===== config.mk =====
export PLATFORM = sky130hd
export DESIGN_NAME = if_id_fifo
export DESIGN_NICKNAME = d
export VERILOG_FILES = /design/src/rtl/if_id_fifo.sv
export SDC_FILE = /design/constraint.sdc
export NUM_CORES = 1
export LEC_CHECK = 0
export CAP_MARGIN = 20
export CORE_MARGIN = 3
export CORE_UTILIZATION = 46
export CTS_CLUSTER_SIZE = 30
export DETAILED_ROUTE_END_ITERATION = 10
export PLACE_DENSITY = 0.81
export SLEW_MARGIN = 20
export SYNTH_ARGS = -nofsm -noshare
export SYNTH_HDL_FRONTEND = slang
export SYNTH_SLANG_ARGS = --single-unit

===== constraint.sdc =====
create_clock -name clk -period 2.3 [get_ports clk]
set_input_delay 0.69 -clock clk [delete_from_list [all_inputs] [get_ports clk]]
set_output_delay 0.69 -clock clk [all_outputs]
set_load 0.03 [all_outputs]

===== src/rtl/if_id_fifo.sv =====
// if_id_fifo: instruction queue between fetch and decode.
// Holds up to DEPTH {pc, inst} pairs and presents the oldest one to ID with an
// explicit valid bit. A taken branch from EX empties the queue in one cycle.
// The ID outputs come only from registered state, so fetch-to-decode latency is
// one cycle and there is no combinational path from the IF inputs to ID.
module if_id_fifo #(
    parameter int ADDR_W = 32,
    parameter int INST_W = 32,
    parameter int DEPTH  = 4,
    parameter int CNT_W  = $clog2(DEPTH) + 1
) (
    input  logic              clk,
    input  logic              rst,
    input  logic              if_valid,
    input  logic [ADDR_W-1:0] if_pc,
    input  logic [INST_W-1:0] if_inst,
    output logic              if_ready,
    input  logic              ex_b_flag_i,
    input  logic              id_stall,
    output logic              id_valid,
    output logic [ADDR_W-1:0] id_pc,
    output logic [INST_W-1:0] id_inst,
    output logic [CNT_W-1:0]  count
);

    localparam int PTR_W = $clog2(DEPTH);

    logic [ADDR_W-1:0] pc_mem_q   [DEPTH];
    logic [INST_W-1:0] inst_mem_q [DEPTH];

    logic [PTR_W-1:0] wr_ptr_q, wr_ptr_d;
    logic [PTR_W-1:0] rd_ptr_q, rd_ptr_d;
    logic [CNT_W-1:0] count_q, count_d;

    logic full;
    logic empty;
    logic push;
    logic pop;

    // if_ready depends on the registered count only, so a same-cycle pop
    // never opens a slot for a push into a full queue.
    assign full  = (count_q == CNT_W'(DEPTH));
    assign empty = (count_q == '0);
    assign push  = if_valid && !full;
    assign pop   = !empty && !id_stall;

    // Next-state pointers and occupancy; a flush overrides push and pop.
    always_comb begin
        wr_ptr_d = wr_ptr_q;
        rd_ptr_d = rd_ptr_q;
        count_d  = count_q;
        if (ex_b_flag_i) begin
            wr_ptr_d = '0;
            rd_ptr_d = '0;
            count_d  = '0;
        end else begin
            if (push) begin
                wr_ptr_d = wr_ptr_q + PTR_W'(1);
            end
            if (pop) begin
                rd_ptr_d = rd_ptr_q + PTR_W'(1);
            end
            if (push && !pop) begin
                count_d = count_q + CNT_W'(1);
            end else if (pop && !push) begin
                count_d = count_q - CNT_W'(1);
            end
        end
    end

    // Pointer and occupancy registers with synchronous reset.
    always_ff @(posedge clk) begin
        if (rst) begin
            wr_ptr_q <= '0;
            rd_ptr_q <= '0;
            count_q  <= '0;
        end else begin
            wr_ptr_q <= wr_ptr_d;
            rd_ptr_q <= rd_ptr_d;
            count_q  <= count_d;
        end
    end

    // Entry storage; wrong-path pushes during a flush are not written.
    always_ff @(posedge clk) begin
        if (push && !ex_b_flag_i && !rst) begin
            pc_mem_q[wr_ptr_q]   <= if_pc;
            inst_mem_q[wr_ptr_q] <= if_inst;
        end
    end

    assign if_ready = !full;
    assign id_valid = !empty;
    assign id_pc    = id_valid ? pc_mem_q[rd_ptr_q]   : '0;
    assign id_inst  = id_valid ? inst_mem_q[rd_ptr_q] : '0;
    assign count    = count_q;

endmodule


# Yosys cells after proc, flatten, opt, wreduce, memory -nomap -nowiden
# Memories as Yosys holds them, arrays and structs flattened. A register that Yosys moved wholly into a read port is not among the register bits.
# Cells that the tools add are included.
classes:
  n_reduce_logical: 16
  n_mux: 10
  n_eq_ne: 1
  n_addsub: 4
ops:
  columns: ["operator", "count"]
  rows:
  - ["32-bit 2-to-1 mux", 2]
  - ["2-bit 2-to-1 mux", 4]
  - ["1-bit logical NOT", 7]
  - ["1-bit logical AND", 6]
  - ["3-bit 2-to-1 mux", 2]
  - ["2-bit by 1-bit adder with 2-bit output, second input constant", 2]
  - ["3-bit by 1-bit adder with 3-bit output, second input constant", 1]
  - ["3-bit == test, second input constant", 1]
  - ["3-bit logical NOT", 1]
  - ["3-bit by 1-bit subtractor with 3-bit output, second input constant", 1]
  - ["1-bit 2-to-1 mux", 2]
  - ["2-bit nonzero test", 1]
  - ["2-bit OR reduction", 1]
totals:
  in_bits: 69
  wordCells: 36
  regBits: 7
  out_inout_bits: 69
  mem_count: 2
  ram_bits: 256
memory_table:
  columns: ["memory", "words", "word_bits", "rd", "rd_ports_with_merged_regs", "wr", "line", "text"]
  rows:
  - ["inst_mem_q", 4, 32, 1, 1, 1, "29", "logic [INST_W-1:0] inst_mem_q [DEPTH];"]
  - ["pc_mem_q", 4, 32, 1, 1, 1, "28", "logic [ADDR_W-1:0] pc_mem_q [DEPTH];"]

# Logic depth before layout (Yosys ltp)
logic_depth:
  depth_word: 7
  mapped_depth: 10
  ltp_nobuf: 9

# Worst setup path after synthesis
# OpenSTA, ideal clock, no wires.
synth_path:
  path_type: "reg-to-reg"
  from: "reg count_q[0], in the netlist count[0]"
  to: "reg count_q[2], in the netlist count[2]"
  required_time_ps: 2230
  synth_period_minus_slack_ps: 2450
  t_arrival_ps: 2380
  setup_time_ps: 70
  path_stages_with_launch: 10
  path_buffers: 1
  setup_slack_ps: -150
  cell_sequence: "dfxtp_1 or3b_4 and2_4 buf_6 ha_1 inv_1 fa_1 xor2_1 or3_2 a21oi_1"
synth_between:
  elab_chain_cells: 6
  elab_cells_between_ends: 15
  cone_classes: "2 x add/sub; 1 x eq/ne; 2 x mux; 10 x reduce/logical"
synth_rtl:
  columns: ["element", "line", "text"]
  rows:
  - ["from (decl)", "33", "logic [CNT_W-1:0] count_q, count_d;"]
  - ["from (signal assigned)", "80", "count_q <= count_d;"]
  - ["3-bit == test *", "42", "assign full = (count_q == CNT_W'(DEPTH));"]
  - ["1-bit logical NOT *", null, null]
  - ["via if_ready", "17", "output logic if_ready,"]
  - ["1-bit logical AND *", "44", "assign push = if_valid && !full;"]
  - ["via push", "37", "logic push;"]
  - ["1-bit logical NOT", "65", "end else if (pop && !push) begin"]
  - ["1-bit logical AND", "65", null]
  - ["2-bit nonzero test (no source line)", null, null]
# The timed path passes the listed nets; every way through them passes the cells marked *. The select of a mux whose other input is x is not followed.
# A chain may end at the register's enable or synchronous reset.

==> impl_metrics.xml <==
<?xml version="1.0" encoding="UTF-8"?>
<metrics>
  <group name="detailed_routing">
    <metric name="vias" unit="">5093</metric>
    <metric name="initialDrtViolationCount" unit="">234</metric>
    <metric name="detail_route.wl_per_cell" unit="um">21.5</metric>
    <metric name="number_of_nets_with_antenna_violations_after_routing" unit="">0</metric>
    <metric name="routed_via_density" unit="">5.40</metric>
    <metric name="firstDrtPassIters" unit="">4</metric>
    <metric name="drc_errors" unit="">0</metric>
    <metric name="finalWirelength" unit="mm">20.3</metric>
  </group>
  <group name="worst_hold_path">
    <metric name="hold_path.class" unit="">reg -&gt; reg</metric>
  </group>
  <group name="worst_setup_path">
    <metric name="crit_buf_inv" unit="">2</metric>
    <metric name="critical_path_arrival" unit="ns">2.14</metric>
    <metric name="timing.critical_path.slowest_cell_delay" unit="ns">0.54</metric>
    <metric name="crit_path_end_kind" unit="">output port</metric>
    <metric name="cells_along_the_critical_path" unit="">buf_12, mux4_2, and2_1, clkdlybuf4s15_2</metric>
    <metric name="critical_path.startpoint_type" unit="">register</metric>
    <metric name="setup.worst_path.class" unit="">reg -&gt; out</metric>
    <metric name="timing.critical_path.slowest_stage_cell" unit="">sky130_fd_sc_hd__mux4_2</metric>
    <metric name="crit_required" unit="ns">1.61</metric>
    <metric name="cp_top_family" unit="">multiplexers</metric>
    <metric name="worstPathMaxFanout" unit="">15</metric>
  </group>
  <group name="synth">
    <metric name="postSynthCellCount" unit="">457</metric>
    <metric name="yosys_register_bits" unit="">265</metric>
    <metric name="yosysSeqAreaShare" unit="%">77.0</metric>
    <metric name="synth_top_cells_by_area" unit="">sky130_fd_sc_hd__edfxtp_1, sky130_fd_sc_hd__mux4_2, sky130_fd_sc_hd__and2_1</metric>
    <metric name="mean_instance_size_in_the_synthesized_netlist" unit="um^2">22.4</metric>
    <metric name="synth_commonest_cells" unit="">sky130_fd_sc_hd__edfxtp_1, sky130_fd_sc_hd__and2_1, sky130_fd_sc_hd__mux4_2</metric>
    <metric name="cell_area_after_synthesis" unit="um^2">10200</metric>
    <metric name="synth.largest_area_cell" unit="">sky130_fd_sc_hd__edfxtp_1</metric>
    <metric name="async_reset_ff_share" unit="%">0</metric>
    <metric name="count_of_flip_flops_with_a_built_in_enable_after_synthesis" unit="">256</metric>
    <metric name="yosys_most_used_dff" unit="">sky130_fd_sc_hd__edfxtp_1</metric>
    <metric name="synth.most_common_cell" unit="">sky130_fd_sc_hd__edfxtp_1</metric>
    <metric name="synth_top_area_share" unit="%">75.2</metric>
    <metric name="synth_cell_type_count" unit="">28</metric>
    <metric name="synthesis.nets" unit="">532</metric>
    <metric name="yosys_warnings" unit="">0</metric>
  </group>
  <group name="timing">
    <metric name="achievable-frequency" unit="MHz">353</metric>
    <metric name="hold_viol" unit="">0</metric>
    <metric name="grt_setup_unrepaired" unit="">true</metric>
    <metric name="count_of_final_max_slew_check_failures" unit="">0</metric>
    <metric name="setup_viol" unit="">64</metric>
    <metric name="final_worst_path_cycle_share" unit="%">123</metric>
    <metric name="totalNegativeSetupSlack" unit="ns">-31.40</metric>
    <metric name="relSlewSlack" unit="%">79.6</metric>
    <metric name="fin_ws" unit="ns">-0.533</metric>
    <metric name="skew" unit="ns">0.00727</metric>
    <metric name="finalCriticalPeriod" unit="ns">2.83</metric>
    <metric name="worst-slew-pin-transition" unit="ns">0.306</metric>
  </group>
  <group name="power">
    <metric name="static-leakage-power" unit="nW">4.36</metric>
    <metric name="maximum_vdd_drop" unit="uV">525</metric>
    <metric name="pwr_density" unit="nW/um^2">830</metric>
    <metric name="post-layout-total-power" unit="mW">11.1</metric>
  </group>
  <group name="outcome">
    <metric name="run_status" unit="">finished, violations left</metric>
    <metric name="violations_in_the_final_reports" unit="">negative setup slack</metric>
  </group>
  <group name="die">
    <metric name="design.die.area" unit="um^2">24000</metric>
    <metric name="die_x" unit="um">155</metric>
    <metric name="row_count" unit="">53</metric>
    <metric name="io_pins" unit="">138</metric>
    <metric name="floorplan.initialDensity" unit="%">47.7</metric>
    <metric name="core_area" unit="um^2">21400</metric>
    <metric name="die_height" unit="um">155</metric>
  </group>
  <group name="global_route">
    <metric name="antenna_violations_before_repair" unit="">1</metric>
    <metric name="groute.usage.overall" unit="%">17.3</metric>
    <metric name="vias_in_the_first_global_route" unit="">5639</metric>
    <metric name="grt.overflow.total" unit="">0</metric>
    <metric name="grt_pass1_wl" unit="mm">32.3</metric>
    <metric name="pin_count_of_the_biggest_net_entering_global_routing" unit="">40</metric>
  </group>
  <group name="clocking">
    <metric name="insertion_delay" unit="ns">0.52</metric>
    <metric name="cts.path.max_buffers" unit="">3</metric>
    <metric name="tritoncts" unit="">yes</metric>
    <metric name="clkSinkCount" unit="">265</metric>
    <metric name="root_buffer" unit="">sky130_fd_sc_hd__clkbuf_16</metric>
    <metric name="clk_pin_slew_worst_paths" unit="ns">0.06</metric>
    <metric name="cts_made_buffers" unit="">28</metric>
    <metric name="htreeDepth" unit="">1</metric>
  </group>
  <group name="placement">
    <metric name="dp_cells" unit="">886</metric>
    <metric name="place_congestion" unit="">0.739</metric>
    <metric name="detailedPlace.worstSlack" unit="ns">-0.491</metric>
    <metric name="dp.final_hpwl" unit="mm">12.9</metric>
    <metric name="placement.io_buffers" unit="">137</metric>
  </group>
  <group name="layout">
    <metric name="layoutNonFillerInstCount" unit="">944</metric>
    <metric name="ant_diodes" unit="">0</metric>
    <metric name="layout.nets" unit="">724</metric>
    <metric name="syn_to_final_growth" unit="%">31.3</metric>
    <metric name="layout-drive-gt1-share" unit="%">36.2</metric>
    <metric name="postLayoutCoreUtil" unit="%">62.6</metric>
  </group>
  <group name="run">
    <metric name="drv.max_cap_violation_count" unit="">0</metric>
  </group>
</metrics>
## repair_timing
| item | 4_1_cts | 5_1_grt |
|---|---|---|
| gates resized for setup | 205 | 5 |
| endpoints found under the setup margin | 69 | 67 |
| pin swaps | 3 | 4 |
| hold buffers | 0 | 0 |
| setup buffers | 3 | 4 |
| gates cloned | 1 | 0 |
## worst paths after layout
| check | start | end | cells past startpoint | slack, ns |
|---|---|---|---|---|
| worst min-delay path | wr_ptr_q[0] | wr_ptr_q[0] | 2 | 0.52 |
| worst min register to register | wr_ptr_q[0] | wr_ptr_q[0] | 2 | 0.52 |
| worst max-delay path | register | id_pc[23] | 4 | -0.53 |
| worst max register to register | count[2] | count[2] | 10 | 0.11 |
## report_power, final
part | internal [mW] | switching (mW)
clock network | 2.53 | 1.70
registers | 5.36 | 0.0263
logic | 0.695 | 0.822
total | 8.58 | 2.55
## layout make-up
type / instances / area (um^2)
clock inverter: 15 / 134
inverter: 4 / 17.5
clock buffer: 35 / 748
tap: 275 / 344
sequential: 265 / 7880
timing repair buffer: 185 / 2090
fill: 1438 / 8010
multi-input combinational: 165 / 2190
## per-layer routing
metal | track usage [%] | up-vias | share of wire [%]
met4 | 3.78 | 2 | 1.6
li1 | - | 2245 | -
met2 | 30.2 | 162 | 52
met3 | 3.50 | 33 | 5.4
met1 | 22.7 | 2651 | 40
met5 | 0 | - | 0.064
## cell usage in the layout (no fill, tap or decap), types with 7 or more instances in the layout
cell,n
sky130_fd_sc_hd__buf_6,7
sky130_fd_sc_hd__edfxtp_1,256
sky130_fd_sc_hd__buf_12,22
sky130_fd_sc_hd__and2_1,60
sky130_fd_sc_hd__clkdlybuf4s50_1,69
sky130_fd_sc_hd__mux4_2,64
sky130_fd_sc_hd__clkdlybuf4s15_2,57
sky130_fd_sc_hd__clkbuf_16,29
sky130_fd_sc_hd__buf_4,25
## per-stage QoR
step / hold WS [ns] / instance area [um^2]
global placement: 0.471 / 12300
global route: 0.570 / 13400
detailed placement: 0.499 / 12300
CTS: 0.525 / 13400
finish: 0.522 / 13400
floorplan: 0.459 / 10200
## logic make-up (layout without fill, tap and decap cells)
group                    Yosys count  after routing  synth area share [%]
AO/OA/AOI/OAI                      9              9                 0.514
XOR/XNOR                           2              2                 0.171
adder cells (fa/ha/maj)            6              6                 0.808
buffers and inverters             27            239                  2.19
flip-flops                       265            265                  77.0
multiplexers                      65             65                  14.2
AND/OR/NAND/NOR                   83             83                  5.11
## tightest hold or removal path: stages (launching register included)
cell	delay, ns
sky130_fd_sc_hd__dfxtp_1	0.34
sky130_fd_sc_hd__nand2_1	0.07
sky130_fd_sc_hd__o21ai_0	0.06
## sequential cells by signal, indices dropped and copies added, names as in the netlist, named ones only
name / flops
inst_mem_q: 128
pc_mem_q: 128
count: 3
rd_ptr_q: 2
wr_ptr_q: 2
No activity file was read; power rests on OpenSTA's default activity.
